--- src/rtl/pulse_monitor_if.sv ---
// -----------------------------------------------------------------------------
// pulse_monitor_if
//
// Purpose : groups the measurement-side signals of pulse_monitor so that the
//           monitor and whatever drives/observes it share one bundle. clk and
//           rst stay plain ports on the module itself.
//
// Parameters:
//   CNT_W       width of the duration/period measurement outputs
//
// Signals:
//   i_pulse     pulse train under measurement (driven by master)
//   i_clr       clears o_err, the lock count and o_err_cnt (driven by master)
//   o_valid     one-cycle strobe: new o_duration/o_period
//   o_duration  last measured high time, in cycles
//   o_period    last measured rise-to-rise period, in cycles
//   o_err       sticky mismatch / stuck-input flag
//   o_locked    enough consecutive matching measurements seen
//   o_err_cnt   saturating error event count (only with
//               PULSE_MONITOR_ERR_CNT_EN defined)
//
// Modports:
//   master      the side that drives the pulse train and observes results
//   slave       the pulse_monitor itself
// -----------------------------------------------------------------------------
interface pulse_monitor_if #(
  parameter int CNT_W = 8
);

  logic             i_pulse;
  logic             i_clr;
  logic             o_valid;
  logic [CNT_W-1:0] o_duration;
  logic [CNT_W-1:0] o_period;
  logic             o_err;
  logic             o_locked;
`ifdef PULSE_MONITOR_ERR_CNT_EN
  logic [7:0]       o_err_cnt;
`endif

`ifdef PULSE_MONITOR_ERR_CNT_EN
  modport master (
    output i_pulse, i_clr,
    input  o_valid, o_duration, o_period, o_err, o_locked, o_err_cnt
  );

  modport slave (
    input  i_pulse, i_clr,
    output o_valid, o_duration, o_period, o_err, o_locked, o_err_cnt
  );
`else
  modport master (
    output i_pulse, i_clr,
    input  o_valid, o_duration, o_period, o_err, o_locked
  );

  modport slave (
    input  i_pulse, i_clr,
    output o_valid, o_duration, o_period, o_err, o_locked
  );
`endif

endinterface : pulse_monitor_if

--- src/rtl/pulse_monitor.sv ---
// -----------------------------------------------------------------------------
// pulse_monitor
//
// Purpose : measures the high time and rise-to-rise period of a synchronous
//           pulse train, compares each measurement against the expected
//           values and reports lock / error status.
//
//           A measurement is taken on every rising edge of i_pulse seen from
//           the LOW state; the very first rise after reset or after a stuck
//           condition only arms the measurement and produces no strobe.
//           If the period counter saturates without a new rise (input stuck
//           high or low) the monitor returns to IDLE and flags an error.
//
// Parameters:
//   EXP_DURATION  expected high time in cycles       (1 .. 2^CNT_W-2)
//   EXP_PERIOD    expected rise-to-rise period        (EXP_DURATION+1 .. 2^CNT_W-1)
//   CNT_W         width of counters and measurement outputs
//   LOCK_CNT      consecutive matches needed for lock (1 .. 255)
//
// Ports:
//   clk           single clock, rising edge
//   rst           synchronous, active-low reset
//   bus           pulse_monitor_if.slave (i_pulse, i_clr in; o_valid,
//                 o_duration, o_period, o_err, o_locked[, o_err_cnt] out)
//
// Configuration:
//   PULSE_MONITOR_ERR_CNT_EN  when defined, adds the 8-bit saturating
//                             o_err_cnt output and its counter.
// -----------------------------------------------------------------------------
module pulse_monitor #(
  parameter int EXP_DURATION = 2,
  parameter int EXP_PERIOD   = 3,
  parameter int CNT_W        = 8,
  parameter int LOCK_CNT     = 4
) (
  input  logic          clk,
  input  logic          rst,
  pulse_monitor_if.slave bus
);

  typedef enum logic [1:0] {
    IDLE = 2'd0,
    HIGH = 2'd1,
    LOW  = 2'd2
  } state_e;

  localparam logic [CNT_W-1:0] CNT_MAX   = {CNT_W{1'b1}};
  localparam logic [CNT_W-1:0] CNT_ONE   = CNT_W'(1);
  localparam logic [CNT_W-1:0] EXP_DUR_C = CNT_W'(EXP_DURATION);
  localparam logic [CNT_W-1:0] EXP_PER_C = CNT_W'(EXP_PERIOD);
  localparam logic [7:0]       LOCK_TGT  = 8'(LOCK_CNT);

  // ---------------------------------------------------------------------------
  // State and datapath registers
  // ---------------------------------------------------------------------------
  state_e           state_q, state_d;
  logic             p_q;
  logic [CNT_W-1:0] per_cnt_q, per_cnt_d;
  logic [CNT_W-1:0] hi_cnt_q, hi_cnt_d;
  logic [7:0]       lock_q, lock_d;
  logic             valid_q, valid_d;
  logic [CNT_W-1:0] dur_q, dur_d;
  logic [CNT_W-1:0] period_q, period_d;
  logic             err_q, err_d;

  // ---------------------------------------------------------------------------
  // Edge detection and event decode
  // ---------------------------------------------------------------------------
  logic rise;
  logic fall;
  logic meas;       // rise from LOW: a complete period has been observed
  logic stuck;      // period counter saturated with no rise in sight
  logic match;      // measurement about to be published equals expectation
  logic err_event;  // mismatch or stuck on this edge

  assign rise  = bus.i_pulse & ~p_q;
  assign fall  = ~bus.i_pulse & p_q;
  assign meas  = (state_q == LOW) && rise;
  // The period counter is allowed to hold CNT_MAX for one cycle so that a
  // period of exactly 2^CNT_W-1 is still measurable; only a missing rise on
  // the following edge is treated as a stuck input.
  assign stuck = (state_q != IDLE) && !rise && (per_cnt_q == CNT_MAX);
  // The counters hold exactly the values that will be published on a
  // measurement edge, so the comparison is done on them directly.
  assign match     = (hi_cnt_q == EXP_DUR_C) && (per_cnt_q == EXP_PER_C);
  assign err_event = (meas && !match) || stuck;

  // ---------------------------------------------------------------------------
  // FSM: state register
  // ---------------------------------------------------------------------------
  // NOTE: sequential state uses non-blocking assignments only, so every
  // register samples the pre-edge values of the others regardless of order.
  always_ff @(posedge clk) begin
    if (!rst) begin
      state_q <= IDLE;
    end else begin
      state_q <= state_d;
    end
  end

  // ---------------------------------------------------------------------------
  // FSM: next-state logic
  // ---------------------------------------------------------------------------
  // NOTE: every variable written in a combinational block gets a default
  // first, so no path can leave it unassigned and infer a latch.
  always_comb begin
    state_d = state_q;
    unique case (state_q)
      IDLE: begin
        if (rise) state_d = HIGH;
      end
      HIGH: begin
        if (stuck)     state_d = IDLE;
        else if (fall) state_d = LOW;
      end
      LOW: begin
        if (rise)       state_d = HIGH;
        else if (stuck) state_d = IDLE;
      end
      default: state_d = IDLE;
    endcase
  end

  // ---------------------------------------------------------------------------
  // FSM: output / datapath logic
  // ---------------------------------------------------------------------------
  always_comb begin
    per_cnt_d = per_cnt_q;
    hi_cnt_d  = hi_cnt_q;
    valid_d   = 1'b0;
    dur_d     = dur_q;
    period_d  = period_q;
    lock_d    = lock_q;
    err_d     = err_q;

    // Measurement counters: a rise restarts both, otherwise they run while a
    // measurement is armed. i_clr deliberately has no influence here.
    if (rise) begin
      per_cnt_d = CNT_ONE;
      hi_cnt_d  = CNT_ONE;
    end else if ((state_q != IDLE) && !stuck) begin
      per_cnt_d = per_cnt_q + CNT_ONE;
      if (bus.i_pulse) hi_cnt_d = hi_cnt_q + CNT_ONE;
    end

    // Publish the completed measurement on the rise that ends the period.
    if (meas) begin
      valid_d  = 1'b1;
      dur_d    = hi_cnt_q;
      period_d = per_cnt_q;
    end

    // Lock count: any error or a clear empties it; a match climbs toward
    // LOCK_TGT and stays there.
    if (err_event || bus.i_clr) begin
      lock_d = 8'd0;
    end else if (meas && (lock_q < LOCK_TGT)) begin
      lock_d = lock_q + 8'd1;
    end

    // Sticky error: a simultaneous event beats the clear.
    if (err_event) begin
      err_d = 1'b1;
    end else if (bus.i_clr) begin
      err_d = 1'b0;
    end
  end

  // ---------------------------------------------------------------------------
  // Datapath registers
  // ---------------------------------------------------------------------------
  always_ff @(posedge clk) begin
    if (!rst) begin
      p_q       <= 1'b0;
      per_cnt_q <= '0;
      hi_cnt_q  <= '0;
      lock_q    <= 8'd0;
      valid_q   <= 1'b0;
      dur_q     <= '0;
      period_q  <= '0;
      err_q     <= 1'b0;
    end else begin
      p_q       <= bus.i_pulse;
      per_cnt_q <= per_cnt_d;
      hi_cnt_q  <= hi_cnt_d;
      lock_q    <= lock_d;
      valid_q   <= valid_d;
      dur_q     <= dur_d;
      period_q  <= period_d;
      err_q     <= err_d;
    end
  end

  assign bus.o_valid    = valid_q;
  assign bus.o_duration = dur_q;
  assign bus.o_period   = period_q;
  assign bus.o_err      = err_q;
  assign bus.o_locked   = (lock_q == LOCK_TGT);

`ifdef PULSE_MONITOR_ERR_CNT_EN
  // ---------------------------------------------------------------------------
  // Optional saturating error event counter
  // ---------------------------------------------------------------------------
  logic [7:0] err_cnt_q, err_cnt_d;

  always_comb begin
    err_cnt_d = err_cnt_q;
    if (bus.i_clr) begin
      // A clear coinciding with an event still records that event.
      err_cnt_d = {7'd0, err_event};
    end else if (err_event && (err_cnt_q != 8'hFF)) begin
      err_cnt_d = err_cnt_q + 8'd1;
    end
  end

  always_ff @(posedge clk) begin
    if (!rst) begin
      err_cnt_q <= 8'd0;
    end else begin
      err_cnt_q <= err_cnt_d;
    end
  end

  assign bus.o_err_cnt = err_cnt_q;
`endif

endmodule : pulse_monitor

--- src/flat_wrapper.sv ---
// flat-port wrapper written by rule: the top's interface ports become plain ports
module pulse_monitor_flat 
#(
  parameter int EXP_DURATION = 2,
  parameter int EXP_PERIOD   = 3,
  parameter int CNT_W        = 8,
  parameter int LOCK_CNT     = 4
)
  (clk, rst, bus_i_pulse, bus_i_clr, bus_o_valid, bus_o_duration, bus_o_period, bus_o_err, bus_o_locked);
  pulse_monitor_if #(.CNT_W(CNT_W)) bus_i ();
  input  logic clk;
  input  logic rst;
  input wire logic [$bits(bus_i.i_pulse)-1:0] bus_i_pulse;
  input wire logic [$bits(bus_i.i_clr)-1:0] bus_i_clr;
  output wire logic [$bits(bus_i.o_valid)-1:0] bus_o_valid;
  output wire logic [$bits(bus_i.o_duration)-1:0] bus_o_duration;
  output wire logic [$bits(bus_i.o_period)-1:0] bus_o_period;
  output wire logic [$bits(bus_i.o_err)-1:0] bus_o_err;
  output wire logic [$bits(bus_i.o_locked)-1:0] bus_o_locked;
  assign bus_i.i_pulse = bus_i_pulse;
  assign bus_i.i_clr = bus_i_clr;
  assign bus_o_valid = bus_i.o_valid;
  assign bus_o_duration = bus_i.o_duration;
  assign bus_o_period = bus_i.o_period;
  assign bus_o_err = bus_i.o_err;
  assign bus_o_locked = bus_i.o_locked;
  pulse_monitor #(.EXP_DURATION(EXP_DURATION), .EXP_PERIOD(EXP_PERIOD), .CNT_W(CNT_W), .LOCK_CNT(LOCK_CNT)) u_core (.clk(clk), .rst(rst), .bus(bus_i));
endmodule
--- config.mk ---
export PLATFORM = sky130hd
export DESIGN_NAME = pulse_monitor_flat
export DESIGN_NICKNAME = d
export VERILOG_FILES = /design/src/rtl/pulse_monitor_if.sv /design/src/rtl/pulse_monitor.sv /design/src/flat_wrapper.sv
export SDC_FILE = /design/constraint.sdc
export NUM_CORES = 1
export LEC_CHECK = 0
export CAP_MARGIN = 0
export CORE_ASPECT_RATIO = 0.5
export CORE_MARGIN = 5
export CORE_UTILIZATION = 49
export DETAILED_ROUTE_END_ITERATION = 8
export GPL_TIMING_DRIVEN = 0
export PLACE_DENSITY = 0.8
export RECOVER_POWER = 100
export SYNTH_ARGS = -nofsm -noshare
export SYNTH_HDL_FRONTEND = slang
export SYNTH_SLANG_ARGS = --single-unit
export TNS_END_PERCENT = 10
--- constraint.sdc ---
create_clock -name clk -period 2.1 [get_ports clk]
set_input_delay 0.525 -clock clk [delete_from_list [all_inputs] [get_ports clk]]
set_output_delay 0.525 -clock clk [all_outputs]
set_load 0.03 [all_outputs]
==> summary.md <==
| Metric | Value |
|---|---|
| WL per Instance | 13.6 um |
| Count of buffers inserted at the top-level ports | 22 |
| Number of cells in the finished layout apart from fillers | 308 |
| Fraction of post-synthesis cell area in the top cell type by area | 45.3% |
| List of most frequent post-synthesis cells | dfxtp_1, nand2_1, a21boi_1, nor2_1 |
| Number of failing setup endpoints in the final timing report | 1 |
| Capture point of the worst path | u_core.hi_cnt_q[6]$_SDFFE_PP0P_ |
| Number of nets in the final layout | 262 |
| Number of hold buffers added after CTS | 0 |
| Number of antenna violations at the first check in global routing | 0 |
| Number of fill cells in the layout | 337 |
| Mapped cell area | 1990 sq um |
| Leftover overflow at the end of global routing | 0 |
| Origin of the worst setup path | u_core.per_cnt_q[0]$_SDFFE_PN0P_ |
| DRC marker count from the first detailed-route iteration | 67 |
| Worst skew pair latency | 300 ps |
| Area of all placed cells without fillers | 2390 sq um |
| Post-Place Cells | 300 |
| Outcome | finished, violations left |
| Violations in the final reports | negative setup slack |
| Clk_skew | 3.11 ps |
| Initial standard-cell utilization of the core | 51.0% |
| Clock tree from TritonCTS | yes |
| Post-Synthesis Net Count | 233 |
| Remaining max-slew budget at the tightest pin | 52.3% |
| Crit path capture type | flip-flop |
| Number of cells on the worst reg-to-reg path | 7 |
| Antenna viol nets, final | 0 |
| Worst reg2reg path startpoint | u_core.per_cnt_q[0]$_SDFFE_PN0P_ |
| Data arrival time at the worst-slack endpoint | 2340 ps |
| Global-route wire length before repair | 6870 um |
| Sequential fraction of the synthesis area | 45.3% |
| Fin util | 61.2% |
| Endpoint required time on the critical path | 2330 ps |
| Unique cell type count in the Yosys netlist | 42 |
| Worst-path fanout max | 10 |
| Most frequent cell after synthesis | dfxtp_1 |
| GRT Util Overall | 16.4% |
| Total of flip-flops plus latches after synthesis | 45 |
| Crit Reg-Reg Endpoint | u_core.hi_cnt_q[6]$_SDFFE_PP0P_ |
| Total CTS buffers | 5 |
| Most used flip-flop cell after synthesis | dfxtp_1 |
| Clock tree root driver cell | clkbuf_8 |
| Height of the die | 55.1 um |
| Num Clock Sinks | 45 |
| Worst hold path type | flip-flop to flip-flop |
| Timing-limited maximum frequency | 0.475 GHz |
| Post-route setup slack | -3.38 ps |
| DR vias | 1636 |
| Post-Synthesis Cells | 224 |
| Cells taking the most area after synthesis | dfxtp_1, nand2_1, a21boi_1 |
| Final critical delay including setup and external delays | 2100 ps |
| Die X-Extent | 100 um |
| Cell count of the worst hold path | 2 |
| Pin slew with the least headroom to its limit | 710 ps |
| Clock-pin slew of the registers on the worst-case setup and hold paths | 90 ps |
| Final weighted congestion in routability-driven placement | 0.888 |
| Placed cell area | 2280 sq um |
| Power per standard cell area | 628 nW/um^2 |
| # diodes | 0 |
| Clock Path Buffers | 2 |
| Floorplan row count | 16 |
| Worst R2R Setup Slack | -3 ps |
| RSZ-0062 raised after global routing | true |
| H-tree levels | 2 |
| Library cell occupying the most area in the post-synthesis netlist | dfxtp_1 |
| Die outline area | 5510 sq um |
| Number of global-route vias before repair | 1438 |
| Worst setup path category | flip-flop to flip-flop |
| Proportion of synthesized flip-flops having asynchronous set or reset | 0% |
| Overall routed net length | 4180 um |
| Area Overhead vs Synth | 20.0% |
| EDFF count, synth | 0 |
| Startpoint type of the worst setup path | flip-flop |
| Avg Synthesized Cell Area | 8.89 sq um |
| Core Region | 3900 sq um |
| Residual DRC | 0 |
| Total I/O pin count | 23 |
| Portion of the clock cycle consumed by the worst path in the final layout | 100% |
| Count of warnings emitted by yosys | 0 |
| Routed vias/inst | 5.31 |
| First-pass iteration count of the detailed router | 4 |
| Number of failing hold endpoints at the final stage | 0 |
| DP Wirelength | 3110 um |
| Fraction of final layout cells sized beyond drive strength 1 | 9.45% |
| Number of max-cap violations | 0 |
| Largest net degree at the start of global routing | 16 |
| Number of pins exceeding their max-slew limit in the final report | 0 |
| Static Leakage | 0.860 nW |
| Maximum ir drop on the vdd rail | 0.266 mV |
logic make-up after synthesis:
kind of cell / Yosys count / synth area share [%]
and+or+nand+nor: 100 / 26.6
buffers and inverters: 17 / 4.53
AOI/OAI and AO/OA: 50 / 17.2
adders and majority gates: 5 / 3.14
xor gates and xnor gates: 5 / 2.20
DFF: 45 / 45.3
muxes: 2 / 1.01
area by class of cell:
type | instances | area, sq um | area share (%)
Sequential cell | 45 | 903 | 37.8
Multi-Input combinational cell | 162 | 1020 | 42.7
Buffer | 11 | 67.6 | 2.83
Inverter | 6 | 22.5 | 0.943
Clock buffer | 5 | 68.8 | 2.88
Clock inverter | 3 | 22.5 | 0.943
Tap cell | 54 | 67.6 | 2.83
Timing Repair Buffer | 22 | 216 | 9.06
metrics by stage:
stage	total power, mW	hold slack, ps	setup WS (ps)	setup TNS [ps]
floorplan	0.946	420	33.8	0
global placement	0.972	433	-476	-10690
detailed placement	0.974	437	-511	-11620
CTS	1.50	460	-116	-186
global route	1.55	482	-50.5	-67.1
finish	1.50	461	-3.38	-3.38
critical path, cell delays in order (launching register included):
cell	delay (ps)
dfxtp_2	360
ha_2	220
and3_4	180
buf_6	120
a311o_1	370
buf_6	150
or4_1	470
a21oi_1	150
layer usage:
layer / global-route usage (%) / vias up / part of all wire [%]
met4: 8.50 / 0 / 1.8
met1: 21.7 / 747 / 50
met2: 26.0 / 40 / 43
li1: - / 843 / -
met3: 3.38 / 6 / 5.8
met5: 0 / - / 0
power by group:
group,switching [mW],leakage [nW],internal [mW]
Clock,0.308,0.0481,0.236
Combinational,0.0468,0.448,0.0331
Sequential,0.0133,0.364,0.862
Total,0.368,0.860,1.13
registers in the layout, indices dropped and copies added, names as in the netlist:
| signal | count |
|---|---|
| u_core.hi_cnt_q | 8 |
| u_core.p_q | 1 |
| u_core.bus.o_period | 8 |
| u_core.bus.o_err | 1 |
| u_core.lock_q | 8 |
| u_core.per_cnt_q | 8 |
| u_core.bus.o_duration | 8 |
| u_core.state_q | 2 |
| u_core.bus.o_valid | 1 |
cells in the final DEF (no fill, tap or decap), types with 3 or more instances in the layout:
cell type and count:
a21boi_0 14, nand2b_1 3, o31ai_1 4, nor2_1 9
nor4b_1 3, a21oi_1 9, or3_1 4, o21ai_1 3
nand4_1 4, nand3_1 5, or4_1 3, dfxtp_1 43
o21ai_0 5, ha_1 4, clkbuf_1 7, nand2_1 40
xnor2_1 3, inv_1 6, and2_0 4, dlygate4sd3_1 19
clkbuf_8 5, buf_6 3, a21boi_1 3, and2_1 5
nor2b_1 6
worst min path at each step:
stage	start	end	slack (ps)
after floorplan	u_core.lock_q[6]$_SDFFE_PP0P_	u_core.lock_q[6]$_SDFFE_PP0P_	420
after global placement	u_core.lock_q[6]$_SDFFE_PP0P_	u_core.lock_q[6]$_SDFFE_PP0P_	430
after detailed placement	u_core.lock_q[6]$_SDFFE_PP0P_	u_core.lock_q[6]$_SDFFE_PP0P_	440
after CTS	u_core.bus.o_period[0]$_SDFFE_PN0P_	u_core.bus.o_period[0]$_SDFFE_PN0P_	460
after global routing	u_core.bus.o_duration[7]$_SDFFE_PN0P_	u_core.bus.o_duration[7]$_SDFFE_PN0P_	480
final	u_core.bus.o_duration[7]$_SDFFE_PN0P_	u_core.bus.o_duration[7]$_SDFFE_PN0P_	460
repair_timing:
item,CTS,global route
gates resized for setup,8,7
endpoints found under the hold margin,0,0
setup buffers,0,0
endpoints found under the setup margin,21,20
Note: power is estimated with default switching activity, not from simulation.
